--- src/rtl/uart_in_responder.sv ---
`default_nettype none
// ============================================================================
// Module   : uart_in_responder
// Brief    : Host-filled character FIFO answering SimTop UART input requests,
//            returning EMPTY_CH when nothing is buffered.
// Revision : 1.0
// ============================================================================
module uart_in_responder #(
    parameter int          DEPTH    = 16,
    parameter logic [7:0]  EMPTY_CH = 8'hFF
) (
    input  logic                       clock,
    input  logic                       reset,
    input  logic                       push_valid,
    input  logic [7:0]                 push_ch,
    output logic                       push_ready,
    input  logic                       io_uart_in_valid,
    output logic [7:0]                 io_uart_in_ch,
    output logic [$clog2(DEPTH):0]     level,
    output logic                       overflow,
    output logic [31:0]                served_cnt,
    output logic [31:0]                empty_cnt
);

    localparam int                c_AW   = $clog2(DEPTH);
    localparam int                c_LW   = c_AW + 1;
    localparam logic [c_LW-1:0]   c_FULL = c_LW'(DEPTH);

    logic [7:0]      r_mem [DEPTH];
    logic [c_AW-1:0] r_wr_ptr;
    logic [c_AW-1:0] r_rd_ptr;
    logic [c_LW-1:0] r_level;
    logic            r_overflow;
    logic [31:0]     r_served_cnt;
    logic [31:0]     r_empty_cnt;

    logic w_full;
    logic w_fifo_empty;
    logic w_push;
    logic w_pop;
    logic w_req_empty;

    assign w_full       = (r_level == c_FULL);
    assign w_fifo_empty = (r_level == '0);
    // A push into a full FIFO is dropped even when a pop frees a slot this edge.
    assign w_push       = push_valid && !w_full;
    assign w_pop        = io_uart_in_valid && !w_fifo_empty;
    assign w_req_empty  = io_uart_in_valid && w_fifo_empty;

    assign push_ready    = !w_full;
    assign io_uart_in_ch = w_fifo_empty ? EMPTY_CH : r_mem[r_rd_ptr];
    assign level         = r_level;
    assign overflow      = r_overflow;
    assign served_cnt    = r_served_cnt;
    assign empty_cnt     = r_empty_cnt;

    always_ff @(posedge clock) begin
        if (!reset && w_push) begin
            r_mem[r_wr_ptr] <= push_ch;
        end
    end

    always_ff @(posedge clock) begin
        if (reset) begin
            r_wr_ptr     <= '0;
            r_rd_ptr     <= '0;
            r_level      <= '0;
            r_overflow   <= 1'b0;
            r_served_cnt <= '0;
            r_empty_cnt  <= '0;
        end else begin
            if (w_push) begin
                r_wr_ptr <= r_wr_ptr + c_AW'(1);
            end
            if (w_pop) begin
                r_rd_ptr     <= r_rd_ptr + c_AW'(1);
                r_served_cnt <= r_served_cnt + 32'd1;
            end
            if (w_req_empty) begin
                r_empty_cnt <= r_empty_cnt + 32'd1;
            end
            if (push_valid && w_full) begin
                r_overflow <= 1'b1;
            end
            case ({w_push, w_pop})
                2'b10:   r_level <= r_level + c_LW'(1);
                2'b01:   r_level <= r_level - c_LW'(1);
                default: r_level <= r_level;
            endcase
        end
    end

endmodule
`default_nettype wire

--- config.mk ---
export PLATFORM = sky130hd
export DESIGN_NAME = uart_in_responder
export DESIGN_NICKNAME = d
export VERILOG_FILES = /design/src/rtl/uart_in_responder.sv
export SDC_FILE = /design/constraint.sdc
export NUM_CORES = 1
export LEC_CHECK = 0
export ABC_AREA = 1
export CORE_UTILIZATION = 45
export CTS_CLUSTER_DIAMETER = 60
export CTS_CLUSTER_SIZE = 14
export DETAILED_ROUTE_END_ITERATION = 6
export PLACE_DENSITY = 0.65
export REMOVE_ABC_BUFFERS = 1
export SLEW_MARGIN = 15
export SYNTH_ARGS = -nofsm -noshare
export SYNTH_HDL_FRONTEND = slang
export SYNTH_SLANG_ARGS = --single-unit
export TNS_END_PERCENT = 30
--- constraint.sdc ---
create_clock -name clock -period 3.92 [get_ports clock]
set_input_delay 0.98 -clock clock [delete_from_list [all_inputs] [get_ports clock]]
set_output_delay 0.98 -clock clock [all_outputs]
set_load 0.02 [all_outputs]
==> key figures <==
Die
  • Total I/O pin count: slightly above 90
  • Die X-Extent: about 150 um
  • Core Box Area: 21100 sq um
  • Effective utilization at floorplan: a little under half
  • Row cnt: 53
  • Die height: between 100 and 150 um
  • Die outline area: 22100 sq um

STA
  • Total count of hold-check failures in the final report: 0
  • Final Skew: approximately 11 ps
  • Clock period minus final worst setup slack: between 3000 and 4000 ps
  • Final critical-path share of the clock period: about 90%
  • Maximum clock frequency: between 0.2 and 0.3 GHz
  • Max_slew headroom: a little over half
  • Final max-slew violation count: 0
  • Setup repair after global routing missed its margin: false
  • Pin slew with the least headroom to its limit: ~710 ps
  • Setup WS post-layout: between 300 and 400 ps
  • Final count of negative-setup-slack endpoints: 0
  • Worst Hold Margin: around 470 ps
  • Setup TNS Final: 0 ps

Clock tree
  • Total clock buffers created by CTS: 19
  • Clock transition at the registers of the reported paths: about 60 ps
  • H-tree levels: 1
  • Post-CTS repair timing setup buffer count: 0
  • Sinks on the clock net: 210
  • Clock latency at the later pin of the worst-skew pair: ~500 ps
  • Clock root buffer: sky130_fd_sc_hd__clkbuf_16
  • TritonCTS clock tree: done
  • Number of buffers inserted for hold repair after clock tree synthesis: 0
  • Resize count post-CTS: 0
  • Buffer levels on the longest clock path: 3

Routing
  • Length of routed met3 wiring: 1240 um
  • First-pass DRT Iterations: 5
  • Top routing layer in use: met4
  • Post-Route M1 WL: around 11000 um
  • Vias: around 7.5k
  • Wire length reported by the detailed router: 23600 um
  • Number of remaining DRC errors: 0
  • DR WL/cell: 16.8 um
  • Number of nets with antenna violations after routing: 0
  • Total met2 wirelength after detailed routing: 11200 um
  • Mean number of vias per cell: 5.37
  • Detailed Route Iter0 Violations: between 500 and 600

Logic synthesis
  • Fraction of registers with async set or reset after synthesis: 0%
  • Gate Count Post-Synth: a little over 1k
  • Mean instance size in the synthesized netlist: 9.49 sq um
  • Number of distinct library cells after synthesis: 43
  • Syn Std Cell Area: between 9000 and 10000 sq um
  • Post-synth EDFFs: approximately 130
  • Most used DFF post-synth: sky130_fd_sc_hd__edfxtp_1
  • Synth warn: 0
  • Flip-flop and latch count after synthesis: 210
  • Part of the Yosys area used for sequential elements: a little under three fifths

Power
  • Internal power of the cells: ~0.004 W
  • Relative contribution of combinational cells to total power: approximately 25%
  • Worst vdd rail ir drop: 0.367 mV
  • Switching Share: between 30% and 40%
  • Sequential cell fraction of total power: 43.6%
  • Sw power: ~0.0018 W
  • Static leakage: 3.86 nW
  • Clock share of power: between 30% and 40%
  • Power density over the cells: around 500 nW/um^2
  • Overall power consumption: roughly 0.0058 W

Finish
  • Sequential Area: about 5500 sq um
  • Nets: 1140
  • Area growth from synthesis to layout: 19.2%
  • Layout cell share with drive strength beyond 1: 7.16%
  • Count of antenna diodes in the layout: 0
  • Highest-count cells in the layout ignoring fill and taps: sky130_fd_sc_hd__nand2_1 (180), sky130_fd_sc_hd__nor2_1 (149), sky130_fd_sc_hd__edfxtp_1 (128)
  • Most common cell after layout, fill and taps aside: sky130_fd_sc_hd__nand2_1
  • Area of the multi-input gates: around 3700 sq um
  • Fill count: about 1.9k
  • Final Non-Filler Cells: around 1.4k

Setup path
  • CP delay by family, top: buffers and inverters
  • Capturing point of the worst reg2reg path: level[3]
  • Crit. path cell count: 7
  • Reg-to-Reg Start: level[2]
  • Worst Path Arrival: 2560 ps
  • Worst EP required: a little under 3000 ps
  • Buffers & Inverters on Critical Path: 3
  • Maximum cell stage delay along the critical path: roughly 620 ps
  • CP Capture Type: output port
  • Critical path fanouts, max: 32
  • Worst R2R Setup Slack: between 1000 and 1500 ps
  • Worst Setup EP: io_uart_in_ch[1]
  • R2R depth: 13
  • Startpoint class of the critical path: flop
  • Most common cell type on the critical path: sky130_fd_sc_hd__nand3_1
  • Critical path start-end classification: reg -> out
  • List of cells traversed by the critical path: inv_1, buf_4, nor2_1, o221ai_1, nand3_1, nand3_1, clkdlybuf4s50_1
  • Slowest library cell on the worst path: sky130_fd_sc_hd__clkdlybuf4s50_1

GRT
  • Antenna violations before repair: 0
  • Overall overflow remaining after global route: 0
  • Pin count of the biggest net entering global routing: 65
  • Via count of the first global-routing pass: 7196
  • Total routing resource utilization after global routing: 21.7%
  • Wire length of the first global-routing pass: about 38000 um

Run
  • Number of max-capacitance violations reported: 0

Place
  • GPL Wtd Cong: around 0.91
  • Count of buffers inserted at the top-level ports: 90
  • Cell Count Post-Placement: approximately 1.4k
  • Post-DP HPWL: around 16000 um
  • Post-Place Worst Slack: slightly below 700 ps

Outcome
  • Result of the run: completed

Min path
  • Tightest Hold Check Type: reg -> reg
layout make-up:
type                    instances  share of cell area [%]
flip-flops and latches        210                    47.5
multi-input cells             693                    32.3
repair buffers                113                    9.47
well taps                     275                    2.98
inverters                      82                    2.71
clock inverters                 4                   0.423
clock buffers                  30                    4.56
synth_stat cells (all sizes together) (2+ instances only):
cell / number / area share (%)
xor2: 21 / 1.9
inv: 81 / 3.2
nand2: 186 / 7.5
o21ai: 60 / 3.1
ha: 9 / 1.2
nor2: 159 / 6.8
a21oi: 52 / 2.7
nand3: 66 / 3.7
nand4: 17 / 1.2
o21a: 2 / 0.16
mux2i: 32 / 3.3
clkbuf: 23 / 0.89
xnor2: 10 / 0.90
nand3b: 5 / 0.43
a31oi: 2 / 0.13
edfxtp: 128 / 40
dfxtp: 82 / 17
buf: 12 / 0.67
nor3: 30 / 1.8
o221ai: 32 / 2.9
nor4: 6 / 0.39
nor3b: 2 / 0.21
cells by family after synthesis:
| family | count (synthesis) | synth area share (%) |
|---|---|---|
| flip-flops | 210 | 56.7 |
| multiplexers | 32 | 3.31 |
| buffers and inverters | 117 | 4.80 |
| adder cells (fa/ha/maj) | 9 | 1.16 |
| XOR/XNOR | 31 | 2.81 |
| AO/OA/AOI/OAI | 150 | 9.15 |
| AND/OR/NAND/NOR | 471 | 22.1 |
metrics by stage:
| stage | area (sq um) | util (%) |
|---|---|---|
| finish | 11500 | 54.7 |
| global placement | 11000 | 52.0 |
| detailed placement | 11000 | 52.0 |
| global route | 11500 | 54.7 |
| CTS | 11500 | 54.7 |
| floorplan | 9530 | - |
power groups by stage:
stage	clock, W	combinational [W]	sequential, W
2_1_floorplan	0	0.000795	0.00267
3_3_place_gp	0	0.00146	0.00257
3_5_place_dp	0	0.00147	0.00257
4_1_cts	0.00183	0.00148	0.00252
5_1_grt	0.00191	0.00161	0.00253
6_report	0.00179	0.00146	0.00252
worst min-delay path, cell delays in order, from the launching register on:
cell and delay (ps):
sky130_fd_sc_hd__dfxtp_1 310, sky130_fd_sc_hd__inv_1 50, sky130_fd_sc_hd__a21oi_1 60
flip-flops by register name (all words and copies together), names as in the netlist, named ones only:
register,flops
r_mem,128
empty_cnt,32
served_cnt,32
level,5
r_rd_ptr,4
r_wr_ptr,4
overflow,1
worst min path at each step:
stage,endpoint,cells past startpoint,from,slack (ps)
floorplan,flop,1,r_rd_ptr[2],440
global placement,overflow,2,overflow,440
detailed placement,empty_cnt[31],2,empty_cnt[31],460
CTS,empty_cnt[31],2,empty_cnt[31],480
global route,overflow,2,overflow,500
finish,overflow,2,overflow,470
layer usage:
metal,GRT usage [%],up-vias
li1,-,3722
met1,29.9,3613
met2,35.9,191
met3,3.59,23
met4,4.90,0
met5,0,-
(Power assumes the default switching activity.)
